===== src/rtl/cnt_pkg.sv =====
`default_nettype none
// cnt_pkg: shared state encoding and default width for the cnt_down_3bit counter.
package cnt_pkg;
  localparam int DEFAULT_WIDTH = 3;

  typedef enum logic [1:0] {
    IDLE = 2'd0,
    RUN  = 2'd1,
    DONE = 2'd2
  } state_t;
endpackage
`default_nettype wire


===== src/rtl/d_ff_ar.sv =====
`default_nettype none
// d_ff_ar: WIDTH-bit D register, asynchronous active-low reset to zero.
module d_ff_ar
  import cnt_pkg::*;
#(
  parameter int WIDTH = DEFAULT_WIDTH
) (
  input  logic             clk,
  input  logic             rst_n,
  input  logic [WIDTH-1:0] d,
  output logic [WIDTH-1:0] q
);
  always_ff @(posedge clk or negedge rst_n) begin
    if (!rst_n) q <= '0;
    else        q <= d;
  end
endmodule
`default_nettype wire


===== src/rtl/cnt_down_3bit.sv =====
`default_nettype none
// cnt_down_3bit: loadable down counter with borrow pulse and IDLE/RUN/DONE control.
// Define CNT_DOWN_RELOAD_EN for auto-reload from rld instead of stopping in DONE.
module cnt_down_3bit
  import cnt_pkg::*;
#(
  parameter int WIDTH = DEFAULT_WIDTH
) (
  input  logic             clk,
  input  logic             rst_n,
  input  logic             load,
  input  logic [WIDTH-1:0] din,
  input  logic             start,
  input  logic             en,
  output logic [WIDTH-1:0] q,
  output logic             zero,
  output logic             bo,
  output logic             busy
);
  localparam logic [WIDTH-1:0] ONE = WIDTH'(1);

  state_t           state, state_nxt;
  logic [WIDTH-1:0] rld, q_nxt, rld_nxt;
  logic             bo_nxt;

  d_ff_ar #(.WIDTH(WIDTH)) u_q_reg (
    .clk(clk), .rst_n(rst_n), .d(q_nxt), .q(q)
  );

  d_ff_ar #(.WIDTH(WIDTH)) u_rld_reg (
    .clk(clk), .rst_n(rst_n), .d(rld_nxt), .q(rld)
  );

  always_ff @(posedge clk or negedge rst_n) begin
    if (!rst_n) begin
      state <= IDLE;
      bo    <= 1'b0;
    end else begin
      state <= state_nxt;
      bo    <= bo_nxt;
    end
  end

  always_comb begin
    q_nxt     = q;
    rld_nxt   = rld;
    state_nxt = state;
    bo_nxt    = 1'b0;
    if (load) begin
      q_nxt     = din;
      rld_nxt   = din;
      state_nxt = (din != '0) ? RUN : DONE;
    end else if (start && state != RUN) begin
      q_nxt     = rld;
      state_nxt = (rld != '0) ? RUN : DONE;
    end else if (state == RUN && en) begin
      if (q > ONE) begin
        q_nxt = q - ONE;
      end else if (q == ONE) begin
        q_nxt  = '0;
        bo_nxt = 1'b1;
`ifdef CNT_DOWN_RELOAD_EN
        state_nxt = RUN;
`else
        state_nxt = DONE;
`endif
      end else begin
        // q == 0 while running only occurs after an auto-reload borrow
`ifdef CNT_DOWN_RELOAD_EN
        q_nxt = rld;
`else
        state_nxt = DONE;
`endif
      end
    end
  end

  assign busy = (state == RUN);
  assign zero = (q == '0);
endmodule
`default_nettype wire


===== config.mk =====
export PLATFORM = sky130hd
export DESIGN_NAME = cnt_down_3bit
export DESIGN_NICKNAME = d
export VERILOG_FILES = /design/src/rtl/cnt_pkg.sv /design/src/rtl/d_ff_ar.sv /design/src/rtl/cnt_down_3bit.sv
export SDC_FILE = /design/constraint.sdc
export NUM_CORES = 1
export LEC_CHECK = 0
export CAP_MARGIN = 5
export CORE_AREA = 10 10 47 49
export DETAILED_ROUTE_END_ITERATION = 7
export DIE_AREA = 0 0 57 59
export PLACE_DENSITY = 0.7
export SYNTH_ARGS = -nofsm -noshare
export SYNTH_HDL_FRONTEND = slang
export SYNTH_HIERARCHICAL = 1
export SYNTH_SLANG_ARGS = --single-unit

===== constraint.sdc =====
create_clock -name clk -period 1.8 [get_ports clk]
set_clock_uncertainty 0.05 [all_clocks]
set_input_delay 0.27 -clock clk [delete_from_list [all_inputs] [get_ports clk]]
set_output_delay 0.27 -clock clk [all_outputs]
set_load 0.05 [all_outputs]

==> flow_summary.yaml, run 1 <==
run_status:
  status: "finished, final reports clean"
logic_synthesis:
  yosys_register_bits: 9
  syn_area_per_cell_um2: 10.7
  syn_inst: 50
  ys_async_sr_fraction: 1.00
  synth_nets: 61
  synth_top_area_cell: "dfrtp_1"
  synth_top_area_share: 0.422
  syn_area_um2: 534
  yosys_warnings: 6
  ys_types: 29
  synth_edf_count: 0
  yosysSeqAreaShare: 0.422
  synth_area_leaders: "dfrtp_1, ha_1, mux2_2"
  synth_flop_cell: "dfrtp_1"
  synth.most_common_cell: "dfrtp_1"
  yosys-top-cells-count: "dfrtp_1, inv_1, ha_1, mux2_2"
critical_path:
  reg2reg_from: "u_q_reg/q[1]"
  slowest_stage: "dfrtp_1"
  worst_setup_path_end_kind: "primary output"
  critPathKind: "flip-flop to primary output"
  cp.required_ns: 1.48
  cp-start-kind: "flip-flop"
  r2r-end: "u_q_reg/q[0]"
  worstPathCellList: "inv_1, ha_1, nor2b_2, buf_12"
  arrival_ns: 1.25
  r2r_slack_ns: 0.39
  reg2reg_depth: 6
  critPathMaxFanout: 5
  max_stage_delay_ns: 0.40
  worstSetupStartpoint: "u_q_reg/q[0]"
global_route:
  grt_max_degree: 10
  grt_pass1_vias: 424
  antenna_found_initial: 0
  grt-ovfl-total: 0
  grt_pass1_wl_um: 1750
  grt.total_usage: 0.0654
clocking:
  path_clk_slew_ns: 0.06
  clock_latency_ns: 0.26
  cts_setup_buffers: 0
  clkSinkCount: 9
  root_buffer: "clkbuf_4"
  cts_tree: "built"
  clock_path_buffers: 2
  cts_buffers: 3
  cts_hold_buf: 0
  cts.htree.levels: 1
  post_cts_resized: 0
layout:
  final_cells: 83
  antenna-diode-count: 0
  layout.nets: 79
  n_fill_cell: 138
  drive_gt1_frac: 0.299
  area_growth_pct: 35.8
timing:
  relSlewSlack: 0.740
  setup_ws_ns: 0.226
  finalHoldViolations: 0
  setup_violations: 0
  worst_pin_slew_ns: 0.389
  fin_crit_sh: 0.875
  final.setup.tns_ns: 0
  finalCriticalPeriod_ns: 1.57
  rsz0062_at_grt: "no"
  fmax_mhz: 635
  drv_slew: 0
power:
  p_sw_uw: 253
  comb_power_share: 0.408
  power_frac_seq: 0.375
  sw_frac_of_total: 0.366
  internal_power_uw: 439
  power.density_mw_per_mm2: 953
  leakagePower_nw: 0.337
  irDropWorstVdd_v: 0.000466
  clkPwrFrac: 0.217
job:
  drv_cap: 0
placement:
  dp_hpwl_um: 863
  detailedPlace.worstSlack_ns: 0.190
  port-buffer-count: 13
  dp.cells: 79
  place_congestion: 0.776
floorplanning:
  chipHeight_um: 59
  core_mm2: 0.00140
  start_util: 0.381
  fp.dieArea_mm2: 0.00336
  ios: 14
  row_count: 14
  die_w_um: 57
routing:
  drt-initial-drc-count: 11
  ant_nets: 0
  wl_per_cell_um: 12.5
  drc: 0
  firstDrtPassIters: 4
  via_count: 426
  via_per_inst: 5.13
  drt_wl_total_um: 1040
hold_path:
  hp-class: "input pin to async pin"
power groups by stage:
stage | clock network [mW] | registers, mW | logic (mW)
2_1_floorplan | 0 | 0.298 | 0.142
3_3_place_gp | 0 | 0.262 | 0.284
3_5_place_dp | 0 | 0.263 | 0.285
4_1_cts | 0.154 | 0.259 | 0.287
5_1_grt | 0.163 | 0.264 | 0.308
6_report | 0.150 | 0.259 | 0.282
worst max-delay path by stage:
stage                     to  slack, ns
floorplan               zero       0.13
global placement    state[0]       0.19
detailed placement  state[0]       0.19
CTS                     zero       0.22
global route            zero       0.13
finish                  zero       0.23
per-layer routing:
metal | part of all wire | up-vias | routed length, um | GRT usage
li1 | - | 215 | - | -
met2 | 0.43 | 15 | 442 | 0.101
met3 | 0.10 | 5 | 108 | 0.0343
met1 | 0.44 | 191 | 454 | 0.0657
met5 | 0 | - | 0 | 0
met4 | 0.033 | 0 | 34 | 0.0503
kinds of logic after synthesis:
family                     count (synthesis)  share of synthesized area
AOI/OAI and AO/OA                         14                      0.185
adders and majority gates                  3                     0.0703
and+or+nand+nor                           14                      0.197
buffers and inverters                      6                     0.0445
muxes                                      4                     0.0820
DFF                                        9                      0.422
worst max-delay path, delay by kind of cell (launching register included):
| kind | cells | cell delay (ns) |
|---|---|---|
| adder cells (fa/ha/maj) | 1 | 0.19 |
| flip-flops | 1 | 0.40 |
| buffers and inverters | 2 | 0.25 |
| AND/OR/NAND/NOR | 1 | 0.16 |
final cells by class:
type,count,area (um^2),share of cell area
clock buffer,4,26.3,0.0362
tap,16,20.0,0.0276
multi-input combinational,35,288,0.397
inverter,5,18.8,0.0259
timing repair buffer,14,148,0.203
sequential,9,225,0.310
flip-flops by register name, summed over array words and instances, names as in the netlist:
| signal | flops |
|---|---|
| u_rld_reg/q | 3 |
| bo | 1 |
| state | 2 |
| u_q_reg/q | 3 |
cells in the final DEF, fill, tap and decap left out, types with 2 or more instances in the layout:
master / synthesis / routed
dfrtp_1: 9 / 9
clkdlybuf4s50_1: 0 / 7
buf_4: 0 / 5
inv_1: 4 / 4
mux2_2: 3 / 3
ha_1: 3 / 3
clkbuf_4: 0 / 3
a22oi_1: 2 / 2
nand2_1: 2 / 2
o21ai_0: 2 / 2
a21o_1: 2 / 2
nor3_1: 2 / 2
buf_12: 0 / 2
through the flow:
step                      utilization  total power, mW  area, um^2  hold WS (ns)
final                           0.518            0.692         726         0.251
after global routing            0.518            0.735         726         0.283
after CTS                       0.518            0.700         726         0.266
after detailed placement        0.499            0.548         699         0.475
after global placement          0.499            0.546         699         0.477
after floorplan                     -            0.440         537       -0.0756
No activity file was read; power rests on OpenSTA's default activity.
==> run 2, diff against run 1 <==
--- a/config.mk
+++ b/config.mk
@@ -10,6 +10,7 @@
 export DETAILED_ROUTE_END_ITERATION = 7
 export DIE_AREA = 0 0 57 59
 export PLACE_DENSITY = 0.7
+export SKIP_CTS_REPAIR_TIMING = 1
 export SYNTH_ARGS = -nofsm -noshare
 export SYNTH_HDL_FRONTEND = slang
 export SYNTH_HIERARCHICAL = 1
==> results of run 2 <==
No change in the layout: final DEF, timing and power equal those of run 1.
